==> config.mk <==
export PLATFORM = sky130hd
export DESIGN_NAME = conv_loop_scheduler
export DESIGN_NICKNAME = d
export VERILOG_FILES = /design/src/rtl/conv_loop_scheduler.sv
export SDC_FILE = /design/constraint.sdc
export NUM_CORES = 1
export LEC_CHECK = 0
export CORE_ASPECT_RATIO = 1.5
export CORE_UTILIZATION = 40
export CTS_BUF_LIST = sky130_fd_sc_hd__clkbuf_4 sky130_fd_sc_hd__clkbuf_8
export DETAILED_ROUTE_END_ITERATION = 7
export GPL_TIMING_DRIVEN = 0
export PLACE_DENSITY_LB_ADDON = 0.08
export SYNTH_ARGS = -nofsm -noshare
export SYNTH_HDL_FRONTEND = slang
export SYNTH_SLANG_ARGS = --single-unit
==> constraint.sdc <==
create_clock -name clk -period 2.2 [get_ports clk]
set_clock_uncertainty 0.05 [all_clocks]
set_input_delay 0.44 -clock clk [delete_from_list [all_inputs] [get_ports clk]]
set_output_delay 0.44 -clock clk [all_outputs]
set_load 0.02 [all_outputs]
==> src/rtl/conv_loop_scheduler.sv <==
// rtl/conv_loop_scheduler.sv - i/j/k tile loop-nest sequencer driving a weight address generator and beat bursts
// Optional feature macro: SCHED_PAUSE_EN (adds the pause input that freezes a running nest)
module conv_loop_scheduler #(
    parameter int I_MAX = 4,
    parameter int J_MAX = 16,
    parameter int K_MAX = 8,
    parameter int BURST = 16
) (
    input  logic                     clk,
    input  logic                     rst,
    input  logic                     start,
    input  logic                     ready,
`ifdef SCHED_PAUSE_EN
    input  logic                     pause,
`endif
    output logic [7:0]               i,
    output logic [7:0]               j,
    output logic [7:0]               k,
    output logic                     gen_en,
    output logic                     valid,
    output logic [$clog2(BURST)-1:0] beat,
    output logic                     busy,
    output logic                     done
);

    localparam int BW = $clog2(BURST);

    localparam logic [2:0] S_IDLE  = 3'd0;
    localparam logic [2:0] S_LOAD  = 3'd1;
    localparam logic [2:0] S_BURST = 3'd2;
    localparam logic [2:0] S_NEXT  = 3'd3;
    localparam logic [2:0] S_DONE  = 3'd4;

    localparam logic [7:0]    I_LAST    = 8'(I_MAX - 1);
    localparam logic [7:0]    J_LAST    = 8'(J_MAX - 1);
    localparam logic [7:0]    K_LAST    = 8'(K_MAX - 1);
    localparam logic [BW-1:0] BEAT_LAST = BW'(BURST - 1);

    logic [2:0] state;
    logic       hold;
    logic       last_tile;
    logic       last_beat;

    // Pause never applies in IDLE, so a start can always be taken there.
`ifdef SCHED_PAUSE_EN
    assign hold = pause && (state != S_IDLE);
`else
    assign hold = 1'b0;
`endif

    assign last_tile = (i == I_LAST) && (j == J_LAST) && (k == K_LAST);
    assign last_beat = (beat == BEAT_LAST);

    always_ff @(posedge clk or posedge rst) begin
        if (rst) begin
            state <= S_IDLE;
            i     <= 8'd0;
            j     <= 8'd0;
            k     <= 8'd0;
            beat  <= '0;
        end else if (!hold) begin
            case (state)
                S_IDLE: begin
                    if (start) begin
                        state <= S_LOAD;
                        i     <= 8'd0;
                        j     <= 8'd0;
                        k     <= 8'd0;
                    end
                end
                S_LOAD: begin
                    state <= S_BURST;
                    beat  <= '0;
                end
                S_BURST: begin
                    if (ready) begin
                        if (last_beat) begin
                            beat  <= '0;
                            state <= S_NEXT;
                        end else begin
                            beat <= beat + BW'(1);
                        end
                    end
                end
                S_NEXT: begin
                    // The final tile keeps its indices so they are visible while done pulses.
                    if (last_tile) begin
                        state <= S_DONE;
                    end else begin
                        state <= S_LOAD;
                        if (i == I_LAST) begin
                            i <= 8'd0;
                            if (j == J_LAST) begin
                                j <= 8'd0;
                                k <= k + 8'd1;
                            end else begin
                                j <= j + 8'd1;
                            end
                        end else begin
                            i <= i + 8'd1;
                        end
                    end
                end
                S_DONE: begin
                    state <= S_IDLE;
                    i     <= 8'd0;
                    j     <= 8'd0;
                    k     <= 8'd0;
                end
                default: state <= S_IDLE;
            endcase
        end
    end

    // Outputs decode straight from state so an asynchronous reset clears them at once.
    assign gen_en = (state == S_LOAD)  && !hold;
    assign valid  = (state == S_BURST) && !hold;
    assign done   = (state == S_DONE)  && !hold;
    assign busy   = (state != S_IDLE);

endmodule

==> metrics.md, run 1 <==
| Metric | Value |
|---|---|
| Root buffer cell | `clkbuf_8` |
| Fill count | `407` |
| Starting Density | `42.1%` |
| Outcome | `finished clean` |
| Routed vias/inst | `approximately 6` |
| Post-synth top flop | `dfrtp_1` |
| Critical path type | `reg2out` |
| Crit path cell chain | `buf_2 -> nor3b_1 -> clkdlybuf4s50_1` |
| Final Hold Vio Count | `0` |
| Drt drc | `0` |
| Tcrit/Tclk final | `between 90 and 100%` |
| CP Data Arrival Time | `~1.6 ns` |
| Clock Latency Late Sink | `between 0.2 and 0.3 ns` |
| Worst-Margin Slew | `approximately 1.2 ns` |
| Post-synth EDFFs | `0` |
| CTS tree | `yes` |
| Number of antenna diodes | `0` |
| Total CTS buffers | `5` |
| Pleak | `1.01 nW` |
| CTS H-Tree Depth | `2` |
| Die W | `~57 um` |
| Hold Crit Class | `reg2reg` |
| Power Density | `roughly 900 nW/um^2` |
| Clock sinks | `31` |
| Pin count of the biggest net entering global routing | `32` |
| Netlist Area Pre-Place | `between 1500 and 2000 um^2` |
| CP Capture Type | `output pin` |
| Antenna-violating nets left | `0` |
| # nets final | `between 200 and 300` |
| Share of layout cells above drive strength 1 | `a little under an eighth` |
| Via count | `1747` |
| Ports | `36` |
| Die H | `83.8 um` |
| Critical path required time | `about 1.7 ns` |
| Initial antenna violation count | `0` |
| Clock Tree Buf Depth | `2` |
| Yosys warning count | `0` |
| Pre-CTS WS | `-0.0724 ns` |
| Max_slew headroom | `a little over a fifth` |
| Area Overhead vs Synth | `29.5%` |
| Setup ws final | `roughly 0.10 ns` |
| First-pass GRT wire length | `between 7 and 8 mm` |
| Crit Path Max Fanout | `9` |
| Detailed-route wire length | `roughly 4.4 mm` |
| Slowest stage delay, CP | `a little over 0.6 ns` |
| Nature of the critical path startpoint | `register` |
| Netlist cell types | `45` |
| Rows | `29` |
| Crit path time final | `2.10 ns` |
| Avg Inst Size Synth | `roughly 8.8 um^2` |
| Number of max-cap violations | `0` |
| Die area | `approximately 4700 um^2` |
| Synth Register Bits | `31` |
| Fraction of registers with async set or reset after synthesis | `between 90% and 100%` |
| Worst VDD drop | `0.668 mV` |
| Global-route usage over all layers | `18.9%` |
| Global route total overflow | `0` |
| Clock Pin Slew Worst Setup and Hold Paths | `approximately 0.06 ns` |
| Syn Inst Count | `between 200 and 250` |
| DP HPWL | `slightly above 3 mm` |
| Core area | `4250 um^2` |
| Critical Path Slowest Stage Cell | `clkdlybuf4s50_1` |
| Drt initial violations | `a little over 60` |
| Total power | `between 2 and 2.5 mW` |
| Number of global-route vias before repair | `about 1600` |
| Fmax | `477 MHz` |
| Buffers on Ports | `35` |
| Register area share after synthesis | `43.4%` |
| Drt wl/cell | `14.9 um` |
| Placer Congestion | `just over 0.8` |
| Pre-antenna DRT Iters | `5` |
| Slew Viols, Final | `0` |
| Setup violations, final | `0` |
| Synthesized Nets | `around 210` |
## final timing paths
check / depth (start not counted) / start / endpoint / slack, ns
min in group asynchronous: 2 / rst / j[4] / 0.74
max in group asynchronous: 2 / rst / i[0] / 0.57
worst max-delay path: 3 / state[0] / done / 0.10
worst min-delay path: 1 / j[7] / j[7] / 0.50
worst max register to register: 7 / i[1] / j[3] / 0.15
worst min register to register: 1 / j[7] / j[7] / 0.50
## through the flow
step	cell area (um^2)	TNS, ns	hold WS, ns	std cells	utilization [%]
2_1_floorplan	1790	0	0.437	203	-
4_1_cts	2280	0	0.496	291	53.8
3_3_place_gp	2190	-0.279	0.484	284	51.7
3_5_place_dp	2190	-0.274	0.478	284	51.7
5_1_grt	2310	-0.0120	0.531	292	54.5
6_report	2310	0	0.496	292	54.5
## worst max-delay path, delay by kind of cell, from the launching register on
kind                   cells  cell delay (ns)
buffers and inverters      2             0.78
flip-flops                 1             0.35
AND/OR/NAND/NOR            1             0.20
## synthesized netlist by cell type (5+ instances only)
library cell   n  area share [%]
o21ai_0       23             6.4
nand2_1       22             4.6
a31oi_1        8             2.8
a21oi_1       11             3.1
dfrtp_1       31              43
nor2_1        16             3.4
nand3_1       13             3.6
and3_1         5             1.8
buf_2          5             1.4
## cells in the final DEF (no fill, tap or decap), drive strengths merged, types with 3 or more instances in the layout
cell type and instances:
nand3 13, o31ai 4, dfrtp 31, nor4 4, ha 4, and3 5
clkbuf 9, clkdlybuf4s50 32, buf 7, inv 5, or3 4, o21ai 25
or4 3, nand2 22, a21oi 12, nor3 5, nand4 4, nor2 17
a31oi 8, nand3b 3, o41ai 3
## power by group
part           switching, mW  internal [mW]
sequential            0.0849          0.642
clock                  0.202          0.245
combinational          0.543          0.371
## routing by layer
layer	GRT usage, %	wire (um)	vias to the layer above
met5	0	0	-
met4	7.54	65	0
met3	3.41	196	6
met2	33.3	2260	54
met1	22.3	1840	840
li1	-	-	847
## area by class of cell
type / instances / area, um^2 / share of cell area (%)
Multi-Input combinational cell: 158 / 957 / 41.4
Sequential cell: 31 / 777 / 33.6
Timing Repair Buffer: 36 / 364 / 15.7
Clock buffer: 6 / 82.6 / 3.57
Tap cell: 46 / 57.6 / 2.49
Buffer: 9 / 47.5 / 2.06
Inverter: 5 / 21.3 / 0.920
Clock inverter: 1 / 5.00 / 0.216
## cell families (layout without fill, tap and decap cells)
group | Yosys count | count (layout) | synth area share, %
simple gates | 86 | 86 | 25.7
compound gates | 65 | 65 | 22.7
flops | 31 | 31 | 43.4
buf+inv | 14 | 57 | 3.71
fa+ha+maj | 4 | 4 | 2.80
mux | 2 | 2 | 1.12
xor+xnor | 1 | 1 | 0.491
## registers in the layout (all words and copies together) (netlist names)
register	count
k	8
state	3
beat	4
i	8
j	8
## what timing repair did
item	4_1_cts	5_1_grt
hold buffers	0	0
endpoints found under the setup margin	1	18
setup buffers	0	1
resized for setup	4	8
hold endpoints to repair	0	0
Power figures use the tool's default switching activity.
==> run 2: changes to the inputs <==
Settings changed: CTS_CLUSTER_DIAMETER set to 150.
==> results of run 2 <==
The final DEF is identical to that of run 1; final timing and power are the same.
==> run 3: changes to the inputs <==
Settings changed: CTS_CLUSTER_SIZE set to 14.
==> results of run 3 <==
The final DEF is identical to that of run 1; final timing and power are the same.
